--- config.mk ---
export PLATFORM = sky130hd
export DESIGN_NAME = alu_issue_unit
export DESIGN_NICKNAME = d
export VERILOG_FILES = /design/src/rtl/alu_issue_unit.sv
export SDC_FILE = /design/constraint.sdc
export NUM_CORES = 1
export LEC_CHECK = 0
export ABC_AREA = 0
export CAP_MARGIN = 40
export CELL_PAD_IN_SITES_DETAIL_PLACEMENT = 2
export CELL_PAD_IN_SITES_GLOBAL_PLACEMENT = 2
export CORE_AREA = 4 4 282 339
export CTS_CLUSTER_DIAMETER = 30
export DETAILED_ROUTE_END_ITERATION = 7
export DIE_AREA = 0 0 286 343
export GPL_ROUTABILITY_DRIVEN = 1
export GPL_TIMING_DRIVEN = 0
export HOLD_SLACK_MARGIN = 0.03
export PLACE_DENSITY_LB_ADDON = 0.1
export SLEW_MARGIN = 25
export SYNTH_ARGS = -nofsm -noshare
export SYNTH_HDL_FRONTEND = slang
export SYNTH_SLANG_ARGS = --single-unit
--- constraint.sdc ---
create_clock -name clk -period 4.4 [get_ports clk]
set_input_delay 0.88 -clock clk [delete_from_list [all_inputs] [get_ports clk]]
set_output_delay 0.88 -clock clk [all_outputs]
set_load 0.05 [all_outputs]
--- src/rtl/alu_issue_unit.sv ---
// Sequential issue/writeback front end for the combinational ALU: IDLE -> EXEC -> WB, one instruction per 2 cycles.
// Optional macro ILLEGAL_TRAP_EN: ops 1000/1001/1010/1100/1111 raise an illegal pulse in WB instead of retiring silently.
module alu_issue_unit #(
  parameter int          DATA_W    = 32,
  parameter int          REG_AW    = 4,
  parameter logic [3:0]  FLAGS_RST = 4'h0
) (
  input  logic              clk,
  input  logic              rst_n,
  input  logic              instr_valid,
  output logic              instr_ready,
  input  logic [31:0]       instr,
  output logic [DATA_W-1:0] alu_in1,
  output logic [DATA_W-1:0] alu_in2,
  output logic [3:0]        alu_opcode,
  output logic [3:0]        alu_cond,
  output logic              alu_s,
  output logic [2:0]        alu_sr_cont,
  output logic [4:0]        alu_sr_bit,
  output logic [15:0]       alu_imm,
  input  logic [DATA_W-1:0] alu_out,
  input  logic [3:0]        alu_flags,
  input  logic              alu_cond_met,
  output logic [3:0]        flags_q,
  output logic              retire_valid,
  output logic              retire_wen,
  output logic [REG_AW-1:0] retire_rd,
  output logic [DATA_W-1:0] retire_data,
  output logic              illegal,
  input  logic [REG_AW-1:0] dbg_addr,
  output logic [DATA_W-1:0] dbg_data
);

  typedef enum logic [1:0] {IDLE, EXEC, WB} state_t;

  state_t              state, state_nxt;
  logic [DATA_W-1:0]   regs [2**REG_AW];
  logic [DATA_W-1:0]   res_q;
  logic                cm_q;
  logic [3:0]          fl_q;
  logic [REG_AW-1:0]   rd_q;

  logic                accept, in_wb, in_exec;
  logic                writes_rd, is_cmp, is_illegal, we, flag_we;
  logic [REG_AW-1:0]   dec_rd, dec_rn, dec_rm;
  logic [DATA_W-1:0]   opnd_rn, opnd_rm;
  logic                unused_rsvd;

  assign dec_rd      = instr[22:19];
  assign dec_rn      = instr[18:15];
  assign dec_rm      = instr[14:11];
  assign unused_rsvd = ^instr[2:0];

  assign in_wb       = (state == WB);
  assign in_exec     = (state == EXEC);
  assign instr_ready = (state == IDLE) || in_wb;
  assign accept      = instr_valid && instr_ready;

  // Classification always refers to the instruction currently in flight (held on alu_opcode).
  assign writes_rd  = (alu_opcode[3] == 1'b0) || (alu_opcode == 4'hD);
  assign is_cmp     = (alu_opcode == 4'hB);
  assign is_illegal = (alu_opcode == 4'h8) || (alu_opcode == 4'h9) || (alu_opcode == 4'hA) ||
                      (alu_opcode == 4'hC) || (alu_opcode == 4'hF);
  assign we         = in_wb && cm_q && writes_rd && !is_illegal;
  assign flag_we    = in_wb && cm_q && (alu_s || is_cmp) && !is_illegal;

  // A new instruction accepted in WB must see the result being written this same edge.
  assign opnd_rn = (we && (rd_q == dec_rn)) ? res_q : regs[dec_rn];
  assign opnd_rm = (we && (rd_q == dec_rm)) ? res_q : regs[dec_rm];

  assign retire_valid = in_wb;
  assign retire_wen   = we;
  assign retire_rd    = in_wb ? rd_q  : '0;
  assign retire_data  = in_wb ? res_q : '0;
  assign dbg_data     = regs[dbg_addr];

`ifdef ILLEGAL_TRAP_EN
  assign illegal = in_wb && is_illegal;
`else
  assign illegal = 1'b0;
`endif

  always_ff @(posedge clk or negedge rst_n) begin
    if (!rst_n) state <= IDLE;
    else        state <= state_nxt;
  end

  always_comb begin
    state_nxt = state;
    case (state)
      IDLE:    if (accept) state_nxt = EXEC;
      EXEC:    state_nxt = WB;
      WB:      state_nxt = accept ? EXEC : IDLE;
      default: state_nxt = IDLE;
    endcase
  end

  always_ff @(posedge clk or negedge rst_n) begin
    if (!rst_n) begin
      alu_in1     <= '0;
      alu_in2     <= '0;
      alu_opcode  <= '0;
      alu_cond    <= '0;
      alu_s       <= 1'b0;
      alu_sr_cont <= '0;
      alu_sr_bit  <= '0;
      alu_imm     <= '0;
      rd_q        <= '0;
    end else if (accept) begin
      alu_in1     <= opnd_rn;
      alu_in2     <= opnd_rm;
      alu_opcode  <= instr[31:28];
      alu_cond    <= instr[27:24];
      alu_s       <= instr[23];
      alu_sr_cont <= instr[10:8];
      alu_sr_bit  <= instr[7:3];
      alu_imm     <= instr[15:0];
      rd_q        <= dec_rd;
    end
  end

  always_ff @(posedge clk or negedge rst_n) begin
    if (!rst_n) begin
      res_q <= '0;
      cm_q  <= 1'b0;
      fl_q  <= '0;
    end else if (in_exec) begin
      res_q <= alu_out;
      cm_q  <= alu_cond_met;
      fl_q  <= alu_flags;
    end
  end

  always_ff @(posedge clk or negedge rst_n) begin
    if (!rst_n) begin
      for (int i = 0; i < 2**REG_AW; i++) regs[i] <= '0;
      flags_q <= FLAGS_RST;
    end else begin
      if (we)      regs[rd_q] <= res_q;
      if (flag_we) flags_q    <= fl_q;
    end
  end

endmodule

==> metrics <==
Yosys reg bits 648; Ports 249; setup tns final 0 ns; CTS tree yes; Post-synth ARST share 100.0%; r2r endpoint regs[350]; pre-CTS setup slack -0.3517 ns; Primary FF master, synth dfrtp_1; critical path class primary input to output pin; slew margin rel. between 30% and 40%; highest clock rate 0.2274 GHz; layout cells sized above 1 between 40% and 50%; Critical Path End dbg_data[0]; Hold Crit Class flip-flop to flip-flop; type of origin of the critical path primary input; H-tree levels 4; Die ar. roughly 100000 um2; Pins Over Slew Limit 0; Synth area leaders dfrtp_1, mux4_2, mux2_2, a22oi_1, mux2_4; Crit. Startpoint dbg_addr[2]; cell area after synthesis 36600 um2; Final period util 99.94%; Yosys cell types 32; CTS sink cnt 648; crit path capture type output pin; R2R Path Start alu_opcode[1]; data arrival time of the worst path roughly 3.5 ns; Port Buffer Count 242; setup slack, reg-to-reg 1.39 ns; hpwl dp 106.3 mm; routability cong. 0.8703; FF-to-FF path depth 6; core footprint between 90000 and 100000 um2; Vert. Die Dim 343 um; Max VDD drop 0.0003715 V; Power Density 553.7 nW/um2; Post-synth EDFFs 0; maximum clock path buffer count 3; drc violations 0; Final Hold Fails 0; nets roughly 3000; Die X 286 um; post-synth top area share between 40% and 50%; drt total wl 158.0 mm; Vias/cell 6.374; final number of setup-violating endpoints 0; Syn Inst Count 2407; Max-Cap Viols 0; Clock Skew 0.02949 ns; most numerous cell in the Yosys netlist dfrtp_1; worst hold start alu_imm[14]; Synth warnings 0; Total GRT Usage around 32%; Leakage 21.02 nW; drt pass-1 iters 6; Final Critical Period 4.397 ns; via count 27160; Critical Path Fanout Max 10; Worst-path clk slew approximately 0.04 ns; worst skew pair latency 0.75 ns; cts bufs inserted 164; WHS between 0.4 and 0.5 ns; syn avg cell area 15.21 um2; top post-synthesis cells by count dfrtp_1, mux2_2, mux4_2; first-pass GRT wire length 226.7 mm; pin count of the biggest net entering global routing approximately 90; actual slew at the worst max-slew pin about 0.94 ns; Final WS setup 0.002780 ns; WL/cell 37.07 um; status completed; CTS Root Cell clkbuf_16; GRT overflow 0; initial antenna violation count 5; row cnt 122; antenna-violating nets left 0; register area share after synthesis between 40% and 50%; Syn-to-layout area delta 29.50%; vias in the first global route 30710; Initial Util 39.70%; initial DRC count ~2300; Synth area leader dfrtp_1; Crit path required time 3.52 ns; setup bufs post-CTS 0; Post-Syn Nets 2483
-- registers in the layout (all words and copies together) (netlist names) --
signal / cells
regs: 512
alu_in1: 32
alu_in2: 32
res_q: 32
alu_imm: 10
alu_cond: 4
alu_opcode: 4
alu_sr_bit: 4
fl_q: 4
flags_q: 4
rd_q: 4
alu_sr_cont: 2
state: 2
alu_s: 1
cm_q: 1
-- cell usage in the layout (no fill, tap or decap), types with 64 or more instances in the layout --
master / netlist / layout
clkbuf_1: 166 / 165
mux2_2: 465 / 465
dfrtp_1: 648 / 648
clkbuf_16: 0 / 170
nor2b_1: 69 / 69
clkdlybuf4s50_1: 0 / 241
a221o_1: 64 / 64
a22oi_1: 128 / 128
mux4_2: 416 / 416
buf_6: 8 / 64
buf_2: 78 / 73
nand2_1: 152 / 152
-- power by group --
part | switching, mW | leakage [nW] | internal, mW | total, mW
Combinational | 2.95 | 9.47 | 2.66 | 5.61
Clock | 3.92 | 2.78 | 8.74 | 12.7
Sequential | 1.02 | 8.76 | 6.96 | 7.99
-- timing repair --
item	CTS	global route
endpoints found under the setup margin	56	5
gates resized for setup	23	1
endpoints found under the hold margin	30	0
hold buffers	1	0
-- critical path, stage by stage --
cell,delay (ns)
clkbuf_1,0.56
buf_2,0.62
mux4_2,0.69
clkdlybuf4s50_1,0.75
-- how the worst min path moves through the flow --
| stage | cells past startpoint | slack, ns | to |
|---|---|---|---|
| 2_1_floorplan | 1 | 0.47 | fl_q[0] |
| 3_3_place_gp | 2 | 0.46 | alu_imm[13] |
| 3_5_place_dp | 2 | 0.48 | alu_imm[14] |
| 4_1_cts | 2 | 0.48 | alu_imm[14] |
| 5_1_grt | 2 | 0.51 | alu_imm[14] |
| 6_report | 2 | 0.47 | alu_imm[14] |
-- routing by layer --
layer / vias to the layer above / track usage (%) / wire length, um
met1: 14950 / 39.92 / 61060
li1: 10450 / - / -
met3: 394 / 7.229 / 11130
met5: - / 0 / 0
met4: 0 / 14.15 / 7455
met2: 1368 / 54.03 / 78300
-- per-stage QoR --
step	total power, mW	utilization, %	cells	cell area, um2
floorplan	11.35	-	2407	36600
global placement	13.15	44.01	3889	40580
detailed placement	13.50	44.98	3954	41470
CTS	26.36	51.34	4252	47330
global route	27.11	51.41	4259	47400
finish	26.25	51.41	4261	47400
-- area by class of cell --
type,instances,area [um2]
timing repair buffer,313,3358
clock buffer,220,4712
inverter,4,15.01
fill,8428,44800
antenna,4,10.01
tap,1240,1551
sequential,648,16220
clock inverter,77,1096
multi-input combinational,1469,19050
buffer,286,1389
-- cell families (layout without fill, tap and decap cells) --
| logic type | count (synthesis) | count (layout) | share of synthesized area, % |
|---|---|---|---|
| other | 1 | 5 | 0.01025 |
| multiplexers | 969 | 969 | 43.23 |
| buffers and inverters | 290 | 900 | 3.641 |
| XOR/XNOR | 8 | 8 | 0.1914 |
| AO/OA/AOI/OAI | 199 | 199 | 4.478 |
| flip-flops | 648 | 648 | 44.30 |
| AND/OR/NAND/NOR | 292 | 292 | 4.150 |
(Power assumes the default switching activity.)
